$ cat config.mk
export PLATFORM = sky130hd
export DESIGN_NAME = rr_arbiter
export DESIGN_NICKNAME = d
export VERILOG_FILES = /design/src/rtl/rr_arbiter.sv
export SDC_FILE = /design/constraint.sdc
export NUM_CORES = 1
export LEC_CHECK = 0
export ABC_AREA = 1
export CAP_MARGIN = 30
export CORE_AREA = 2 2 39 41
export DETAILED_ROUTE_END_ITERATION = 10
export DIE_AREA = 0 0 41 43
export GPL_TIMING_DRIVEN = 0
export HOLD_SLACK_MARGIN = 0.02
export PLACE_DENSITY = 0.72
export SKIP_CTS_REPAIR_TIMING = 1
export SLEW_MARGIN = 20
export SYNTH_ARGS = -nofsm -noshare
export SYNTH_HDL_FRONTEND = slang
export SYNTH_SLANG_ARGS = --single-unit
$ cat constraint.sdc
create_clock -name clock -period 1.5 [get_ports clock]
set_clock_uncertainty 0.1 [all_clocks]
set_input_delay 0.45 -clock clock [delete_from_list [all_inputs] [get_ports clock]]
set_output_delay 0.45 -clock clock [all_outputs]
set_load 0.005 [all_outputs]
$ cat src/rtl/rr_arbiter.sv
// rr_arbiter: round-robin arbiter with a registered one-hot grant that is held
// for as long as its owner keeps requesting.
//
// A release always costs exactly one idle cycle (grant == 0) before the next
// grant. The round-robin pointer advances only when a grant is released, and
// then points to the requester after the one just released.
//
// Optional feature (compile-time macro ARB_TIMEOUT_EN):
//   A tenure counter tracks how many consecutive cycles the owner has held the
//   grant while another requester is waiting. After MAX_HOLD such cycles the
//   owner is forced off the grant and preempt pulses for the idle cycle. A lone
//   requester is never preempted. MAX_HOLD == 0 disables the limit. Without the
//   macro there is no counter and preempt is tied to 0.
//
// Parameters:
//   NUM_REQ  - number of requesters (2..16)
//   ID_W     - width of grant_id; derived from NUM_REQ, do not override
//   MAX_HOLD - tenure limit in cycles (ARB_TIMEOUT_EN builds only), 0 = unlimited
//
// Ports:
//   clock       in   rising-edge clock
//   reset       in   synchronous active-low reset
//   req         in   [NUM_REQ] request vector, bit i = requester i
//   grant       out  [NUM_REQ] registered one-hot grant, 0 = idle
//   grant_valid out  registered, 1 iff grant != 0
//   grant_id    out  [ID_W] registered index of the owner, 0 when idle
//   preempt     out  registered one-cycle pulse on a timeout-forced release
module rr_arbiter #(
    parameter int NUM_REQ  = 4,
    parameter int ID_W     = $clog2(NUM_REQ),
    parameter int MAX_HOLD = 8
) (
    input  logic               clock,
    input  logic               reset,
    input  logic [NUM_REQ-1:0] req,
    output logic [NUM_REQ-1:0] grant,
    output logic               grant_valid,
    output logic [ID_W-1:0]    grant_id,
    output logic               preempt
);

    if (NUM_REQ < 2 || NUM_REQ > 16 || MAX_HOLD < 0 || ID_W != $clog2(NUM_REQ)) begin : g_param_check
        $error("rr_arbiter: illegal parameter combination");
    end

    typedef enum logic {IDLE, GRANT} state_t;

    state_t             state, state_nx;
    logic [ID_W-1:0]    ptr, ptr_nx;
    logic [ID_W-1:0]    id_nx;
    logic [NUM_REQ-1:0] grant_nx;

    // Round-robin pick. Scanning from the top down makes the last hit the
    // lowest index: hi_* is the first request at or above ptr, lo_* is the
    // first request overall (the wrap-around candidate).
    logic            hi_found, lo_found;
    logic [ID_W-1:0] hi_id, lo_id, pick_id;

    always_comb begin
        hi_found = 1'b0;
        lo_found = 1'b0;
        hi_id    = '0;
        lo_id    = '0;
        for (int i = NUM_REQ - 1; i >= 0; i--) begin
            if (req[i]) begin
                lo_found = 1'b1;
                lo_id    = ID_W'(i);
                if (i >= int'(ptr)) begin
                    hi_found = 1'b1;
                    hi_id    = ID_W'(i);
                end
            end
        end
        pick_id = hi_found ? hi_id : lo_id;
    end

    // Owner status is derived from the one-hot grant, which avoids indexing
    // req with an encoded id that may exceed NUM_REQ-1 for odd sizes.
    logic            owner_req;
    logic [ID_W-1:0] ptr_after;

    assign owner_req = |(req & grant);
    assign ptr_after = (int'(grant_id) == NUM_REQ - 1) ? '0 : grant_id + 1'b1;

`ifdef ARB_TIMEOUT_EN
    localparam int CNT_W = $clog2(MAX_HOLD + 1) + 1;

    logic [CNT_W-1:0] cnt, cnt_nx;
    logic             preempt_nx;
    logic             competitor;

    assign competitor = |(req & ~grant);
`endif

    always_comb begin
        state_nx = state;
        ptr_nx   = ptr;
        id_nx    = grant_id;
        grant_nx = grant;
`ifdef ARB_TIMEOUT_EN
        cnt_nx     = cnt;
        preempt_nx = 1'b0;
`endif
        case (state)
            IDLE: begin
                grant_nx = '0;
                id_nx    = '0;
                if (lo_found) begin
                    state_nx = GRANT;
                    id_nx    = pick_id;
                    grant_nx = NUM_REQ'(1) << pick_id;
`ifdef ARB_TIMEOUT_EN
                    cnt_nx   = '0;
`endif
                end
            end
            GRANT: begin
                if (!owner_req) begin
                    state_nx = IDLE;
                    grant_nx = '0;
                    id_nx    = '0;
                    ptr_nx   = ptr_after;
`ifdef ARB_TIMEOUT_EN
                    cnt_nx   = '0;
`endif
                end
`ifdef ARB_TIMEOUT_EN
                else if (competitor) begin
                    // Count this cycle; the release lands on the edge where the
                    // owner has completed MAX_HOLD contested cycles.
                    if (MAX_HOLD != 0 && int'(cnt) + 1 >= MAX_HOLD) begin
                        state_nx   = IDLE;
                        grant_nx   = '0;
                        id_nx      = '0;
                        ptr_nx     = ptr_after;
                        cnt_nx     = '0;
                        preempt_nx = 1'b1;
                    end else begin
                        cnt_nx = cnt + 1'b1;
                    end
                end else begin
                    cnt_nx = '0;
                end
`endif
            end
            default: begin
                state_nx = IDLE;
                grant_nx = '0;
                id_nx    = '0;
            end
        endcase
    end

    always_ff @(posedge clock) begin
        if (!reset) begin
            state       <= IDLE;
            ptr         <= '0;
            grant       <= '0;
            grant_id    <= '0;
            grant_valid <= 1'b0;
`ifdef ARB_TIMEOUT_EN
            cnt         <= '0;
            preempt     <= 1'b0;
`endif
        end else begin
            state       <= state_nx;
            ptr         <= ptr_nx;
            grant       <= grant_nx;
            grant_id    <= id_nx;
            grant_valid <= (state_nx == GRANT);
`ifdef ARB_TIMEOUT_EN
            cnt         <= cnt_nx;
            preempt     <= preempt_nx;
`endif
        end
    end

`ifndef ARB_TIMEOUT_EN
    assign preempt = 1'b0;
`endif

endmodule

**Word level (Yosys, flattened, before mapping)**

Index checks and enable logic that the tools add are counted.

- Output and inout bits: 8
- Logic and storage cells: 47
- Bits in registers: 9

- $lt $le $gt $ge: 3
- Reductions and logical operators: 2
- Equal/unequal tests: 2
- Bitwise operators: 3
- Add/subtract/negate cells: 1
- Shift-type cells: 1
- Mux-type cells: 31

Operator list:

| kind | number |
|---|---|
| $mux W2 | 14 |
| $mux W1 | 12 |
| $mux W4 | 2 |
| $pmux W4 S2 | 1 |
| $and A4 B4 Y4 | 1 |
| $ge A1 B2 Y1 const A | 2 |
| $pmux W2 S2 | 1 |
| $reduce_or A4 Y1 | 1 |
| $shl A1 B2 Y4 const A | 1 |
| $add A2 B1 Y2 const B | 1 |
| $eq A2 B1 Y1 const B | 1 |
| $ge A2 B2 Y1 const A | 1 |
| $ne A2 B2 Y1 const B | 1 |
| $not A1 Y1 | 2 |
| $pmux W1 S2 | 1 |
| $reduce_and A2 Y1 | 1 |

**Depth between registers and ports, before layout**

Gate-level depths: netlist (run 1).

- Depth in word-level cells: 11
- Depth in mapped cells: 9
- Depth with buffers taken out: 9

**Worst setup path after synthesis (run 1)**

Ideal clock, no wire load.

- Path kind: input port to flip-flop
- From: in req[0]
- To: reg grant[3]
- Library setup time: 0.066 ns
- Data required time: 1.334 ns
- Stages: 7
- Setup slack: 0.236 ns
- Path buffers: 0
- Arrival time: 1.098 ns
- Cells stage by stage: nand2_1 nand2_1 nor2_2 nor2_4 nor2_2 nand3_1 a21oi_2

- Cells in the longest elaborated chain, start to end: 5

Ends and longest elaborated chain:

| what | RTL line | RTL |
|---|---|---|
| from (decl) | 35 | `input logic [NUM_REQ-1:0] req,` |
| $mux W2 / $mux W1 (equally long branches) | 65 | `if (req[i]) begin` |
| $mux W2 | 74 | `pick_id = hi_found ? hi_id : lo_id;` |
| $shl A1 B2 Y4 | 111 | `grant_nx = NUM_REQ'(1) << pick_id;` |
| $mux W4 | 108 | `if (lo_found) begin` |
| $pmux W4 S2 | 104 | `case (state)` |
| to (signal assigned) | 168 | `grant <= grant_nx;` |
| to (decl) | 36 | `output logic [NUM_REQ-1:0] grant,` |

Several ways; a longest one is shown, not always the timed one.
A chain may end at the register's enable or synchronous reset.

**Worst setup path in the final report (run 1)**

- From: reg grant[3]
- To: out grant[3]

No word-level cell between the ends.

==> results of run 1 <==
flip-flops by register name (all words and copies together), names as in the netlist:
register and cells:
grant 4, state 1, grant_id 2, ptr 2
through the flow:
step / hold WS [ps] / total power, mW / instances / util (%) / area [um2]
after CTS: 387 / 0.653 / 110 / 48.4 / 669
after detailed placement: 376 / 0.462 / 106 / 46.5 / 643
after global placement: 381 / 0.460 / 106 / 46.5 / 643
after global routing: 405 / 0.702 / 111 / 52.0 / 719
after floorplan: 372 / 0.391 / 78 / - / 503
final: 381 / 0.652 / 111 / 52.0 / 719
cells in the final DEF (no fill, tap or decap), drive strengths merged:
cell type      instances
buf                    2
clkdlybuf4s50          1
a31oi                  1
ha                     1
a21oi                  7
clkbuf                 4
inv                   10
dfxtp                  9
o21ai                  5
conb                   1
o211a                  1
nand3                  6
nand2                 23
dlymetal6s2s          11
nor2                  13
power breakdown:
group / internal (mW) / switching [mW] / leakage, nW / total [mW]
logic: 0.0803 / 0.0968 / 0.378 / 0.177
clock network: 0.103 / 0.0853 / 0.0150 / 0.188
registers: 0.266 / 0.0207 / 0.0762 / 0.286
total: 0.449 / 0.203 / 0.469 / 0.652
worst max path at each step:
stage,start,to,cells after the start
6_report,grant[3]$_SDFFE_PN0P_,grant[3],1
4_1_cts,state$_SDFF_PN0_,grant_valid,1
3_5_place_dp,req[0],grant[3]$_SDFFE_PN0P_,8
2_1_floorplan,req[0],grant[3]$_SDFFE_PN0P_,7
3_3_place_gp,req[0],grant[3]$_SDFFE_PN0P_,8
5_1_grt,ptr[1]$_SDFFE_PN0P_,grant[1]$_SDFFE_PN0P_,8
layer usage:
| layer | wire [um] | GRT usage [%] | vias to the layer above | share of wire [%] |
|---|---|---|---|---|
| met3 | 60 | 1.57 | 6 | 5.1 |
| li1 | - | - | 282 | - |
| met5 | 0 | 0 | - | 0 |
| met1 | 521 | 22.0 | 226 | 45 |
| met2 | 552 | 21.6 | 17 | 47 |
| met4 | 32 | 10.0 | 0 | 2.7 |
final cells by class:
class / instances / area (um2)
Buffer: 1 / 7.51
Sequential cell: 9 / 188
Tap cell: 16 / 20.0
Multi-Input combinational cell: 58 / 285
Clock buffer: 4 / 26.3
Timing Repair Buffer: 13 / 155
Inverter: 10 / 37.5
Fill cell: 137 / 664
kinds of logic (layout without fill, tap and decap cells):
kind of cell / after synthesis / count (layout) / synth area share, %
simple gates: 42 / 42 / 35.3
compound gates: 14 / 14 / 16.7
buf+inv: 11 / 28 / 8.96
flops: 9 / 9 / 35.8
fa+ha+maj: 1 / 1 / 2.49
other cells: 1 / 1 / 0.746
==> results.sh, run 1 <==
export IMPL_hold_path_depth=2
export IMPL_end_kind="output port"
export IMPL_syn_to_final_growth_pct=43.0
export IMPL_synth_most_common_cell="nand2_1"
export IMPL_powerDensity_nw_per_um2=906
export IMPL_grt_max_degree=8
export IMPL_ys_types=16
export IMPL_rsz0062_at_grt="no"
export IMPL_die_x_um=41
export IMPL_drv_slew=0
export IMPL_vias=531
export IMPL_grt_pass1_vias=487
export IMPL_clock_sinks=9
export IMPL_layout_setup_ws_ps=191
export IMPL_final_setup_tns_ps=0
export IMPL_ir_drop_mv=0.500
export IMPL_gp_congestion=0.836
export IMPL_drt_iter0_markers=4
export IMPL_syn_nets=85
export IMPL_hold_violations=0
export IMPL_diodes=0
export IMPL_pre_cts_ws_ps=-421
export IMPL_cts_buffers_inserted=3
export IMPL_r2r_cells=6
export IMPL_setup_viol=0
export IMPL_crit_family="flip-flops"
export IMPL_hp_start="grant_id[1]$_SDFFE_PN0P_"
export IMPL_max_freq_mhz=764
export IMPL_startpoint_type="flip-flop"
export IMPL_die_area_um2=1760
export IMPL_worstPathRequired_ps=950
export IMPL_die_y_um=43
export IMPL_finalNetCount=103
export IMPL_worst_path_buf_inv=1
export IMPL_netlist_instances=78
export IMPL_synth_edf_count=0
export IMPL_path_class="reg -> out"
export IMPL_clockBufferDepth=2
export IMPL_ant_nets=0
export IMPL_antenna_found_initial=0
export IMPL_rrSetupSlack_ps=220
export IMPL_io_pins=14
export IMPL_routed_via_density=4.78
export IMPL_netlist_area_leader_share_pct=35.8
export IMPL_finalCritPeriodShare_pct=87.3
export IMPL_drtPass1Iterations=4
export IMPL_cts_tree="done"
export IMPL_path_cells="dlymetal6s2s_1"
export IMPL_rr_startpoint="ptr[1]$_SDFFE_PN0P_"
export IMPL_synth_warnings=0
export IMPL_drc=0
export IMPL_path_max_fanout=3
export IMPL_syn_area_um2=503
export IMPL_drv_cap=0
export IMPL_rows=14
export IMPL_hpwl_um=839
export IMPL_hold_path_class="reg -> reg"
export IMPL_path_clk_slew_ps=60
export IMPL_fin_crit_ps=1310
export IMPL_clock_latency_ps=260
export IMPL_cp_slowest_cell="dfxtp_1"
export IMPL_drive_above_1_share_pct=21.1
export IMPL_synth_seq_cells=9
export IMPL_synthFlopType="dfxtp_1"
export IMPL_hold_end="grant_id[1]$_SDFFE_PN0P_"
export IMPL_synth_top_cells_by_area="dfxtp_1 (36%), nand2_1 (17%), nor2_1 (7.5%)"
export IMPL_async_flop_share_pct=0
export IMPL_synth_common_cells="nand2_1 (23), nor2_1 (10), dfxtp_1 (9)"
export IMPL_yosysSeqAreaShare_pct=35.8
export IMPL_grt_pass1_wl_mm=1.88
export IMPL_syn_area_per_cell_um2=6.45
export IMPL_portBuffers=12
export IMPL_grt_ovfl_total=0
export IMPL_cp_data_arrival_time_ps=760
export IMPL_reg2reg_to="grant[1]$_SDFFE_PN0P_"
export IMPL_drt_total_wl_mm=1.17
export IMPL_grt_use_total_pct=15.6
export IMPL_coreArea_um2=1380
export IMPL_cpPeakStageDelay_ps=360
export IMPL_synth_top_area_cell="dfxtp_1"
export IMPL_wl_per_cell_um=10.5
export IMPL_outcome="complete, no violations"
export IMPL_initial_core_util_pct=36.3
export IMPL_p_leak_nw=0.469
export IMPL_cts_root_buffer_cell="clkbuf_4"
export IMPL_htreeDepth=1
Power figures use the tool's default switching activity.
==> inputs of run 2 (changes only) <==
CORE_AREA = not set   (was 2 2 39 41)
CORE_MARGIN = 2   (was not set)
CORE_UTILIZATION = 30   (was not set)
DIE_AREA = not set   (was 0 0 41 43)
PLACE_DENSITY = 0.61   (was 0.72)
==> run 2 against run 1 <==
  * Critical path depth up 7
  * Global-route usage down 4.2 points
  * Total power down 0.40%
  * Design area up 1.0%
  * Flip-flop and latch count unchanged
  * Setup slack worse by 12 ps
  * Die area up 15%
  * Routed wire length down 5.1%
  * Non-clock buffer count up 1
  * Maximum frequency down 0.92%
  * Count of clock-buffer cells in the layout unchanged
  * Critical path type is now reg -> reg
==> results.sh, run 2 (synthesis gave the netlist of run 1 again) <==
export IMPL_vias=527
export IMPL_setup_viol=0
export IMPL_p_leak_nw=0.474
export IMPL_hold_path_depth=2
export IMPL_drv_cap=0
export IMPL_drt_total_wl_mm=1.11
export IMPL_hpwl_um=843
export IMPL_layout_setup_ws_ps=179
export IMPL_clockBufferDepth=2
export IMPL_hold_path_class="reg -> reg"
export IMPL_grt_pass1_vias=393
export IMPL_diodes=0
export IMPL_path_class="reg -> reg"
export IMPL_finalNetCount=104
export IMPL_drtPass1Iterations=4
export IMPL_cpPeakStageDelay_ps=320
export IMPL_fin_util_pct=47.2
export IMPL_fin_crit_ps=1320
export IMPL_path_max_fanout=7
export IMPL_grt_ovfl_total=0
export IMPL_hold_violations=0
export IMPL_die_y_um=44.9
export IMPL_rsz0062_at_grt="no"
export IMPL_busiest_layer="met2"
export IMPL_grt_use_total_pct=11.4
export IMPL_final_setup_tns_ps=0
export IMPL_worstPathRequired_ps=1590
export IMPL_cp_depth=8
export IMPL_r2r_cells=8
export IMPL_finalNonFillerCells=112
export IMPL_die_x_um=44.9
export IMPL_routed_via_density=4.71
export IMPL_max_freq_mhz=757
export IMPL_ir_drop_mv=0.441
export IMPL_max_flop_register="grant"
export IMPL_top_regs="grant (4), grant_id (2), ptr (2)"
export IMPL_cp_data_arrival_time_ps=1410
export IMPL_wl_per_cell_um=9.88
export IMPL_drt_iter0_markers=2
export IMPL_drc=0
export IMPL_coreArea_um2=1540
export IMPL_crit_family="simple AND/OR/NAND/NOR gates"
export IMPL_initial_core_util_pct=32.6
export IMPL_pre_cts_ws_ps=-432
export IMPL_grt_pass1_wl_mm=1.59
export IMPL_powerDensity_nw_per_um2=893
export IMPL_startpoint_type="flip-flop"
export IMPL_drv_slew=0
export IMPL_ant_nets=0
export IMPL_die_area_um2=2020
export IMPL_largest_register_ffs=4
export IMPL_finalCritPeriodShare_pct=88.1
export IMPL_htreeDepth=1
export IMPL_end_kind="flip-flop"
export IMPL_grtUsageMet1_pct=14.9
export IMPL_rows=14
export IMPL_worst_path_buf_inv=1
export IMPL_cts_tree="done"
export IMPL_antenna_found_initial=0
export IMPL_path_clk_slew_ps=60
export IMPL_mostFrequentLayoutCells="nand2_1 (23), dlymetal6s2s_1 (11), nor2_1 (10), inv_1 (6), nand3_1 (6)"
export IMPL_io_pins=14
export IMPL_cts_buffers_inserted=3
export IMPL_drive_above_1_share_pct=21.9
export IMPL_holdWs_ps=378
export IMPL_grt_max_degree=8
export IMPL_nFillCells=159
export IMPL_final_common_cell="nand2_1"
export IMPL_cp_slowest_cell="dfxtp_2"
export IMPL_clock_sinks=9
export IMPL_clock_latency_ps=260
export IMPL_met2_usage_pct=15.1
export IMPL_gp_congestion=0.831
export IMPL_placed_cell_area_um2=643
export IMPL_final_cell_area_um2=727
export IMPL_cts_root_buffer_cell="clkbuf_4"
export IMPL_portBuffers=12
export IMPL_dp_cells=106
export IMPL_path_cells="buf_4, nand2_1, nand2_1, nor2_4, nor2_4, nor2_2, nand3_1, a21oi_2"
export IMPL_total_power_mw=0.649
export IMPL_outcome="complete, no violations"
export IMPL_syn_to_final_growth_pct=44.5
export IMPL_use_met3_pct=1.20
==> run 2: changes by cell type in the layout (fill, tap and decap cells not counted) <==
cell	previous run	this run
nor2_1	9	10
inv_2	3	4
buf_4	2	3
dfxtp_2	6	5
inv_1	7	6
nor2_2	2	1
dfxtp_4	0	1
==> run 2: worst paths after layout <==
check	start	to	slack, ps
worst max-delay path	grant[3]$_SDFFE_PN0P_	grant[3]$_SDFFE_PN0P_	180
worst min-delay path	grant_id[0]$_SDFFE_PN0P_	grant_id[0]$_SDFFE_PN0P_	380
worst min register to register	grant_id[0]$_SDFFE_PN0P_	grant_id[0]$_SDFFE_PN0P_	380
worst max register to register	grant[3]$_SDFFE_PN0P_	grant[3]$_SDFFE_PN0P_	180
==> run 2: area by class of cell <==
cell class	count	area [um2]	share of cell area, %
inverter	10	37.5	5.16
sequential	9	190	26.2
buffer	1	7.51	1.03
timing repair buffer	14	163	22.4
multi-input combinational	58	283	38.9
tap	16	20.0	2.75
clock buffer	4	26.3	3.61
==> run 2: per-layer routing <==
layer / vias up / share of wire, %
li1: 286 / -
met1: 223 / 49
met2: 13 / 41
met3: 5 / 5.6
met4: 0 / 3.7
met5: - / 0
==> run 2: worst register-to-register path, cell delays in order, from the launching register on <==
cell and delay [ps]:
dfxtp_2 320, buf_4 120, nand2_1 40, nand2_1 70, nor2_4 140, nor2_4 70
nor2_2 140, nand3_1 110, a21oi_2 120
==> run 2: power breakdown <==
group	internal, mW	total, mW	switching (mW)
Clock	0.103	0.187	0.0846
Combinational	0.0818	0.178	0.0958
Sequential	0.265	0.284	0.0190
==> inputs of run 3 (changes only) <==
--- a/config.mk
+++ b/config.mk
@@ -15,2 +15,3 @@
 export PLACE_DENSITY = 0.61
+export REMOVE_ABC_BUFFERS = 1
 export SKIP_CTS_REPAIR_TIMING = 1
==> constraint.sdc (replaced) <==
create_clock -name clock -period 1.5 [get_ports clock]
set_clock_uncertainty 0.1 [all_clocks]
set_input_delay 0.3 -clock clock [delete_from_list [all_inputs] [get_ports clock]]
set_output_delay 0.3 -clock clock [all_outputs]
set_load 0.005 [all_outputs]
==> run 3 against run 2 <==
  * Critical endpoint unchanged
  * Global-route usage grew 1.3 points
  * Critical path depth did not move
  * Largest cell class unchanged
  * Cell count down 0.89%
  * Core utilization decreased by 0.81 points
  * Maximum frequency shrank 2.4%
  * First-iteration DRC count rose to 10 times the previous value
  * Combinational power decreased by 3%
  * Register-to-register slack got worse by 30 ps
==> results.sh, run 3 (synthesis gave the netlist of run 1 again) <==
export IMPL_drive_above_1_share_pct=20.0
export IMPL_initial_core_util_pct=32.6
export IMPL_p_leak_nw=0.467
export IMPL_drv_cap=0
export IMPL_fin_crit_ps=1350
export IMPL_worstPathRequired_ps=1590
export IMPL_hp_start="grant[3]$_SDFFE_PN0P_"
export IMPL_grt_use_total_pct=12.7
export IMPL_clock_sinks=9
export IMPL_placed_cell_area_um2=636
export IMPL_die_x_um=44.9
export IMPL_wl_per_cell_um=10.0
export IMPL_outcome="complete, no violations"
export IMPL_worst_path_buf_inv=1
export IMPL_gp_congestion=0.821
export IMPL_ant_nets=0
export IMPL_vias=537
export IMPL_clockBufferDepth=2
export IMPL_syn_to_final_growth_pct=42.0
export IMPL_clock_latency_ps=260
export IMPL_path_class="reg -> reg"
export IMPL_portBuffers=12
export IMPL_layout_setup_ws_ps=147
export IMPL_cpPeakStageDelay_ps=320
export IMPL_setup_viol=0
export IMPL_die_y_um=44.9
export IMPL_grt_ovfl_total=0
export IMPL_cts_root_buffer_cell="clkbuf_4"
export IMPL_largest_register_ffs=4
export IMPL_path_max_fanout=7
export IMPL_cts_tree="done"
export IMPL_powerDensity_nw_per_um2=896
export IMPL_drt_iter0_markers=20
export IMPL_rr_startpoint="grant[3]$_SDFFE_PN0P_"
export IMPL_drtPass1Iterations=4
export IMPL_hold_violations=0
export IMPL_grt_pass1_vias=434
export IMPL_top_regs="grant (4), grant_id (2), ptr (2)"
export IMPL_final_common_cell="nand2_1"
export IMPL_final_cell_area_um2=714
export IMPL_coreArea_um2=1540
export IMPL_cts_buffers_inserted=3
export IMPL_ir_drop_mv=0.476
export IMPL_hpwl_um=864
export IMPL_drt_total_wl_mm=1.11
export IMPL_end_kind="flip-flop"
export IMPL_cp_data_arrival_time_ps=1450
export IMPL_hold_path_class="reg -> reg"
export IMPL_max_flop_register="grant"
export IMPL_drv_slew=0
export IMPL_finalCritPeriodShare_pct=90.2
export IMPL_startpoint_type="flip-flop"
export IMPL_rsz0062_at_grt="no"
export IMPL_grt_pass1_wl_mm=1.74
export IMPL_fin_util_pct=46.3
export IMPL_nFillCells=155
export IMPL_path_cells="buf_4, nand2_1, nand2_1, nor2_2, nor2_4, nor2_2, nand3_1, a21oi_2"
export IMPL_die_area_um2=2020
export IMPL_io_pins=14
export IMPL_diodes=0
export IMPL_max_freq_mhz=739
export IMPL_cp_slowest_cell="dfxtp_2"
export IMPL_routed_via_density=4.84
export IMPL_path_clk_slew_ps=60
export IMPL_mostFrequentLayoutCells="nand2_1 (23), dlymetal6s2s_1 (11), nor2_1 (10), inv_1 (7), nand3_1 (6)"
export IMPL_pre_cts_ws_ps=-280
export IMPL_crit_family="simple AND/OR/NAND/NOR gates"
export IMPL_rows=14
export IMPL_crit_start="grant[3]$_SDFFE_PN0P_"
export IMPL_htreeDepth=1
export IMPL_drc=0
export IMPL_finalNetCount=103
export IMPL_grt_max_degree=8
export IMPL_antenna_found_initial=0
==> run 3: through the flow <==
stage	hold WS, ps	power, mW	instances	setup TNS, ps
after CTS	390	0.648	109	-378
after floorplan	338	0.389	77	0
after global routing	419	0.685	111	0
after detailed placement	379	0.460	105	-1680
final	384	0.640	111	0
after global placement	378	0.460	105	-1700
==> run 3: layer usage <==
metal / vias to the layer above / track usage (%) / wire, um
li1: 279 / - / -
met1: 240 / 16.2 / 542
met2: 16 / 16.3 / 502
met3: 2 / 5.20 / 52
met4: 0 / 10.6 / 15
met5: - / 0 / 0
==> run 3: worst paths after layout <==
path	endpoint	slack (ps)	depth (start not counted)
setup reg to reg	grant[3]$_SDFFE_PN0P_	150	8
setup / recovery	grant[3]$_SDFFE_PN0P_	150	8
hold reg to reg	grant[3]$_SDFFE_PN0P_	380	2
hold / removal	grant[3]$_SDFFE_PN0P_	380	2
==> run 3: power by group <==
part / internal, mW / switching (mW) / total, mW / leakage (nW)
combinational: 0.0789 / 0.0942 / 0.173 / 0.376
clock: 0.102 / 0.0798 / 0.182 / 0.0150
sequential: 0.265 / 0.0200 / 0.285 / 0.0766
total: 0.446 / 0.194 / 0.640 / 0.467
==> run 3: final cells by class <==
cell class	instances	area, um2	share of cell area, %
multi-input combinational	58	278	38.9
timing repair buffer	14	163	22.8
clock buffer	4	26.3	3.68
sequential	9	190	26.6
tap	16	20.0	2.80
inverter	10	37.5	5.25
==> run 3: tightest hold or removal path, cell delays in order (launching register included) <==
cell and delay [ps]:
dfxtp_2 320, nand2_1 80, a21oi_2 50
